### src/rtl/sr_lock_pkg.sv
// Shared types and defaults for the SR-flag lock controller.
package sr_lock_pkg;

  typedef enum logic [0:0] {
    UNLOCKED = 1'b0,
    LOCKED   = 1'b1
  } lock_state_e;

  localparam int N_REQ_DEF    = 4;
  localparam int HOLD_MAX_DEF = 16;

  // Owner index width; a single requester still needs one bit.
  function automatic int id_width(input int n);
    return (n > 1) ? $clog2(n) : 1;
  endfunction

endpackage

### src/rtl/rr_arbiter.sv
// Combinational round-robin picker: first set request at or after ptr, wrapping.
module rr_arbiter #(
  parameter int N_REQ = 4,
  parameter int ID_W  = 2
) (
  input  logic [N_REQ-1:0] req,
  input  logic [ID_W-1:0]  ptr,
  output logic [N_REQ-1:0] gnt,
  output logic [ID_W-1:0]  gnt_id,
  output logic             any
);

  // Walk the requests starting at ptr; the first hit masks all later ones.
  always_comb begin
    gnt    = '0;
    gnt_id = '0;
    any    = 1'b0;
    for (int k = 0; k < N_REQ; k++) begin
      automatic int   idx = (int'(ptr) + k) % N_REQ;
      automatic logic hit = !any && req[idx];
      gnt[idx] = gnt[idx] | hit;
      gnt_id   = hit ? ID_W'(idx) : gnt_id;
      any      = any | hit;
    end
  end

endmodule

### src/rtl/sr_lock_ctrl.sv
// Mutual-exclusion lock over one SR flag: round-robin acquire, owner-only
// release, optional forced release after a hold limit, registered S/R pulses.
module sr_lock_ctrl
  import sr_lock_pkg::*;
#(
  parameter int N_REQ    = N_REQ_DEF,
  parameter int ID_W     = id_width(N_REQ),
  parameter int HOLD_MAX = HOLD_MAX_DEF,
  parameter int CNT_W    = 8
) (
  input  logic             clk,
  input  logic             rst,
  input  logic [N_REQ-1:0] acq_req,
  input  logic [N_REQ-1:0] rel_req,
  output logic [N_REQ-1:0] acq_gnt,
  output logic [N_REQ-1:0] rel_ack,
  output logic [N_REQ-1:0] rel_err,
  output logic             timeout,
  output logic             S,
  output logic             R,
  output logic             locked,
  output logic [ID_W-1:0]  owner
);

  lock_state_e      state_q, state_d;
  logic [ID_W-1:0]  ptr_q, ptr_d;
  logic [CNT_W-1:0] cnt_q, cnt_d;
  logic [N_REQ-1:0] acq_gnt_q, acq_gnt_d;
  logic [N_REQ-1:0] rel_ack_q, rel_ack_d;
  logic [N_REQ-1:0] rel_err_q, rel_err_d;
  logic             timeout_q, timeout_d;
  logic             s_q, s_d;
  logic             r_q, r_d;
  logic             locked_q, locked_d;
  logic [ID_W-1:0]  owner_q, owner_d;

  logic [N_REQ-1:0] arb_gnt_s;
  logic [ID_W-1:0]  arb_id_s;
  logic             arb_any_s;
  logic [N_REQ-1:0] owner_oh_s;
  logic             owner_rel_s;
  logic             hold_expired_s;
  logic [ID_W-1:0]  next_ptr_s;

  rr_arbiter #(
    .N_REQ (N_REQ),
    .ID_W  (ID_W)
  ) u_arb (
    .req    (acq_req),
    .ptr    (ptr_q),
    .gnt    (arb_gnt_s),
    .gnt_id (arb_id_s),
    .any    (arb_any_s)
  );

  // Owner decode, release qualification and hold-limit detection.
  always_comb begin
    owner_oh_s     = N_REQ'(1'b1) << owner_q;
    owner_rel_s    = |(rel_req & owner_oh_s);
    hold_expired_s = (HOLD_MAX != 0) && (cnt_q == CNT_W'(HOLD_MAX - 1));
    next_ptr_s     = (arb_id_s == ID_W'(N_REQ - 1)) ? '0 : arb_id_s + ID_W'(1);
  end

  // Lock FSM: pulse outputs default low and are raised only on transitions.
  always_comb begin
    state_d   = state_q;
    ptr_d     = ptr_q;
    cnt_d     = cnt_q;
    acq_gnt_d = '0;
    rel_ack_d = '0;
    rel_err_d = '0;
    timeout_d = 1'b0;
    s_d       = 1'b0;
    r_d       = 1'b0;
    locked_d  = locked_q;
    owner_d   = owner_q;
    case (state_q)
      UNLOCKED: begin
        rel_err_d = rel_req;
        cnt_d     = '0;
        if (arb_any_s) begin
          state_d   = LOCKED;
          acq_gnt_d = arb_gnt_s;
          s_d       = 1'b1;
          locked_d  = 1'b1;
          owner_d   = arb_id_s;
          ptr_d     = next_ptr_s;
        end else begin
          locked_d  = 1'b0;
          owner_d   = '0;
        end
      end
      LOCKED: begin
        rel_err_d = rel_req & ~owner_oh_s;
        cnt_d     = cnt_q + CNT_W'(1);
        // An owner release in the limit cycle takes priority over the timeout.
        if (owner_rel_s) begin
          state_d   = UNLOCKED;
          rel_ack_d = owner_oh_s;
          r_d       = 1'b1;
          locked_d  = 1'b0;
          owner_d   = '0;
          cnt_d     = '0;
        end else if (hold_expired_s) begin
          state_d   = UNLOCKED;
          timeout_d = 1'b1;
          r_d       = 1'b1;
          locked_d  = 1'b0;
          owner_d   = '0;
          cnt_d     = '0;
        end else begin
          locked_d  = 1'b1;
        end
      end
      default: begin
        state_d  = UNLOCKED;
        locked_d = 1'b0;
        owner_d  = '0;
        cnt_d    = '0;
      end
    endcase
  end

  // State and output registers; reset releases silently (no R pulse).
  always_ff @(posedge clk or posedge rst) begin
    if (rst) begin
      state_q   <= UNLOCKED;
      ptr_q     <= '0;
      cnt_q     <= '0;
      acq_gnt_q <= '0;
      rel_ack_q <= '0;
      rel_err_q <= '0;
      timeout_q <= 1'b0;
      s_q       <= 1'b0;
      r_q       <= 1'b0;
      locked_q  <= 1'b0;
      owner_q   <= '0;
    end else begin
      state_q   <= state_d;
      ptr_q     <= ptr_d;
      cnt_q     <= cnt_d;
      acq_gnt_q <= acq_gnt_d;
      rel_ack_q <= rel_ack_d;
      rel_err_q <= rel_err_d;
      timeout_q <= timeout_d;
      s_q       <= s_d;
      r_q       <= r_d;
      locked_q  <= locked_d;
      owner_q   <= owner_d;
    end
  end

  assign acq_gnt = acq_gnt_q;
  assign rel_ack = rel_ack_q;
  assign rel_err = rel_err_q;
  assign timeout = timeout_q;
  assign S       = s_q;
  assign R       = r_q;
  assign locked  = locked_q;
  assign owner   = owner_q;

endmodule

### config.mk
export PLATFORM = sky130hd
export DESIGN_NAME = sr_lock_ctrl
export DESIGN_NICKNAME = d
export VERILOG_FILES = /design/src/rtl/sr_lock_pkg.sv /design/src/rtl/rr_arbiter.sv /design/src/rtl/sr_lock_ctrl.sv
export SDC_FILE = /design/constraint.sdc
export NUM_CORES = 1
export LEC_CHECK = 0
export ABC_CLOCK_PERIOD_IN_PS = 3870
export CORE_MARGIN = 10
export CORE_UTILIZATION = 54
export CTS_CLUSTER_DIAMETER = 200
export DETAILED_ROUTE_END_ITERATION = 16
export PLACE_DENSITY = 0.78
export SLEW_MARGIN = 20
export SYNTH_ARGS = -nofsm -noshare
export SYNTH_HDL_FRONTEND = slang
export SYNTH_SLANG_ARGS = --single-unit
### constraint.sdc
create_clock -name clk -period 3.87 [get_ports clk]
set_input_delay 0.774 -clock clk [delete_from_list [all_inputs] [get_ports clk]]
set_output_delay 0.774 -clock clk [all_outputs]
set_load 0.03 [all_outputs]
==> results.sh <==
export IMPL_avgRoutedWirePerCell_um=15.55
export IMPL_clock_sinks=28
export IMPL_htree_levels=1
export IMPL_drive_gt1_share_pct=7.489
export IMPL_worstPathCellList="clkdlybuf4s50_1 > mux4_2 > mux2i_4 > nor2_2 > o41ai_2 > nor3_1 > o41a_1"
export IMPL_synth_top_family_by_area="simple AND/OR/NAND/NOR gates"
export IMPL_cts_hold_buf=0
export IMPL_synth_edf_count=0
export IMPL_slowest_stage="mux4_2"
export IMPL_yosysSeqAreaShare_pct=36.91
export IMPL_grt_usage_pct=13.73
export IMPL_outcome="completed"
export IMPL_tightestPinTransition_ps=949.4
export IMPL_post_place_cells=269
export IMPL_numPortBuffers=27
export IMPL_hp_class="reg2reg"
export IMPL_cts_setup_buffers=0
export IMPL_layout_common_cells="dfrtp_1 (28), clkdlybuf4s50_1 (27), nor2_1 (24)"
export IMPL_synth_mux_area_share_pct=10.15
export IMPL_grt_pass1_vias=1553
export IMPL_place_ws_ps=369.9
export IMPL_routed_wirelength_mm=4.246
export IMPL_cap_violations=0
export IMPL_grt_most_used_layer="met2"
export IMPL_ys_seq_elements=28
export IMPL_synth_nets=221
export IMPL_postSynthAreaPerCell_um2=9.396
export IMPL_synth_compound_area_share_pct=18.59
export IMPL_yosysUniqueCellTypes=55
export IMPL_hold_viol_final=0
export IMPL_gr_usage_met1_pct=16.69
export IMPL_ir_drop_uv=455.9
export IMPL_grt_pass1_wl_mm=7.279
export IMPL_root_buffer="clkbuf_4"
export IMPL_use_met2_pct=24.47
export IMPL_initial_core_util_pct=56.44
export IMPL_cts_made_buffers=3
export IMPL_final_cell_count_no_fill=273
export IMPL_via_count=1627
export IMPL_synth_top_flop_cell="dfrtp_1"
export IMPL_synth_simple_area_share_pct=21.42
export IMPL_overflow=0
export IMPL_num_rows=21
export IMPL_finalMaxSlewViolations=0
export IMPL_worst_path_max_fanout=14
export IMPL_drt_first_pass_iters=4
export IMPL_worst_ep_arrival_time_ps=3370
export IMPL_fp_coreArea_um2=3363
export IMPL_grt_max_degree=29
export IMPL_skew_ps=4.239
export IMPL_synthTopCellsByArea="dfrtp_1 (37%), ha_1 (5.9%), mux4_2 (4.7%)"
export IMPL_max_slew_margin_pct=36.31
export IMPL_synth_xor_area_share_pct=2.307
export IMPL_async_flop_share_pct=100.0
export IMPL_power_leakage_nw=0.9388
export IMPL_setup_viol=0
export IMPL_cts_tree="yes"
export IMPL_final_common_cell="dfrtp_1"
export IMPL_place_hpwl_mm=3.314
export IMPL_post_cts_resized=0
export IMPL_critical_path_required_ps=4070
export IMPL_tns_ps=0
export IMPL_synth_top_area_cell="dfrtp_1"
export IMPL_antenna_found_initial=0
export IMPL_cp_end_kind="register"
export IMPL_start_kind="input pin"
export IMPL_path_clk_slew_ps=140
export IMPL_drtIter0Drc=139
export IMPL_met3_usage_pct=1.014
export IMPL_clkLatencyLatePin_ps=310
export IMPL_yosysWarnings=0
export IMPL_crit_type="in2reg"
export IMPL_setup_slack_ps=695.3
export IMPL_nNetsFinal=247
export IMPL_diodes=0
export IMPL_clk_path_buf_depth=2
export IMPL_chipHeight_um=79.29
export IMPL_synth_top_area_share_pct=36.91
export IMPL_utilization_pct=66.63
export IMPL_area_delta_synth_final_pct=18.06
export IMPL_drc=0
export IMPL_grt_setup_unrepaired="false"
export IMPL_synthCells=202
export IMPL_dieArea_um2=6286
export IMPL_fin_crit_sh_pct=82.03
export IMPL_ios=28
export IMPL_synth_fa_ha_area_share_pct=5.933
export IMPL_fin_crit_ps=3175
export IMPL_die_w_um=79.29
export IMPL_vias_per_cell=5.960
export IMPL_syn_area_um2=1898
export IMPL_gp_congestion=0.9413
export IMPL_ant_nets=0
export IMPL_critPathMaxStageDelay_ps=690
export IMPL_max_clock_freq_ghz=0.3150
export IMPL_powerDensity_nw_per_um2=841.2
[state kept, by name (all words and copies together) (netlist names)]
register / count
S: 1
owner: 2
cnt_q: 8
timeout: 1
R: 1
ptr_q: 2
locked: 1
acq_gnt: 4
rel_ack: 4
rel_err: 4
[layer usage]
metal | vias up | wire length [um]
li1 | 785 | -
met1 | 780 | 1725
met2 | 58 | 2243
met3 | 4 | 226
met4 | 0 | 50
met5 | - | 0
[worst max-delay path: cells and delay by family]
family / cells / cell delay [ps]
buf+inv: 1 / 620
mux: 2 / 1020
simple gates: 2 / 220
compound gates: 2 / 730
[logic make-up (layout without fill, tap and decap cells)]
family / after synthesis / in the layout
xor+xnor: 5 / 5
mux: 13 / 13
compound gates: 51 / 51
fa+ha+maj: 9 / 9
buf+inv: 20 / 45
simple gates: 76 / 76
flops: 28 / 28
[through the flow]
stage	cell area, um2	hold slack, ps	power (W)
4_1_cts	2241	474.6	0.001883
5_1_grt	2241	505.7	0.002044
3_3_place_gp	2205	444.9	0.001734
3_5_place_dp	2205	456.1	0.001746
2_1_floorplan	1898	432.9	0.001412
6_report	2241	473.1	0.001885
[synthesized netlist by cell type (all sizes together) (2+ instances only)]
| cell type | number |
|---|---|
| a21o | 2 |
| a21oi | 12 |
| a31oi | 2 |
| and2 | 2 |
| buf | 4 |
| clkbuf | 6 |
| dfrtp | 28 |
| ha | 9 |
| inv | 10 |
| mux2i | 9 |
| mux4 | 4 |
| nand2 | 11 |
| nand2b | 7 |
| nand3 | 6 |
| nor2 | 25 |
| nor2b | 4 |
| nor3 | 3 |
| nor3b | 6 |
| nor4 | 3 |
| o21ai | 12 |
| o311ai | 2 |
| o31ai | 3 |
| or3 | 2 |
| xnor2 | 2 |
| xor2 | 3 |
[worst paths after layout]
path | startpoint | end | slack (ps) | cells after the start
max reg2reg | ptr_q[0] | acq_gnt[1] | 750 | 8
min in group asynchronous | rst | rel_err[3] | 850 | 2
max | acq_req[3] | acq_gnt[1] | 700 | 7
min | cnt_q[0] | cnt_q[0] | 470 | 1
min reg2reg | cnt_q[0] | cnt_q[0] | 470 | 1
max in group asynchronous | rst | cnt_q[3] | 2580 | 2
[report_power, final]
part | internal (W) | total (W) | switching [W]
registers | 0.000367 | 0.000423 | 0.0000557
clock network | 0.0000574 | 0.000136 | 0.0000791
logic | 0.000541 | 0.00133 | 0.000784
[final cells by class]
class	count	area, um2
clock buffers	4	36.28
inverters	10	37.54
flip-flops and latches	28	700.7
well taps	46	57.56
multi-input cells	154	1109
fillers	272	1122
repair buffers	31	300.3
No activity file was read; power rests on OpenSTA's default activity.
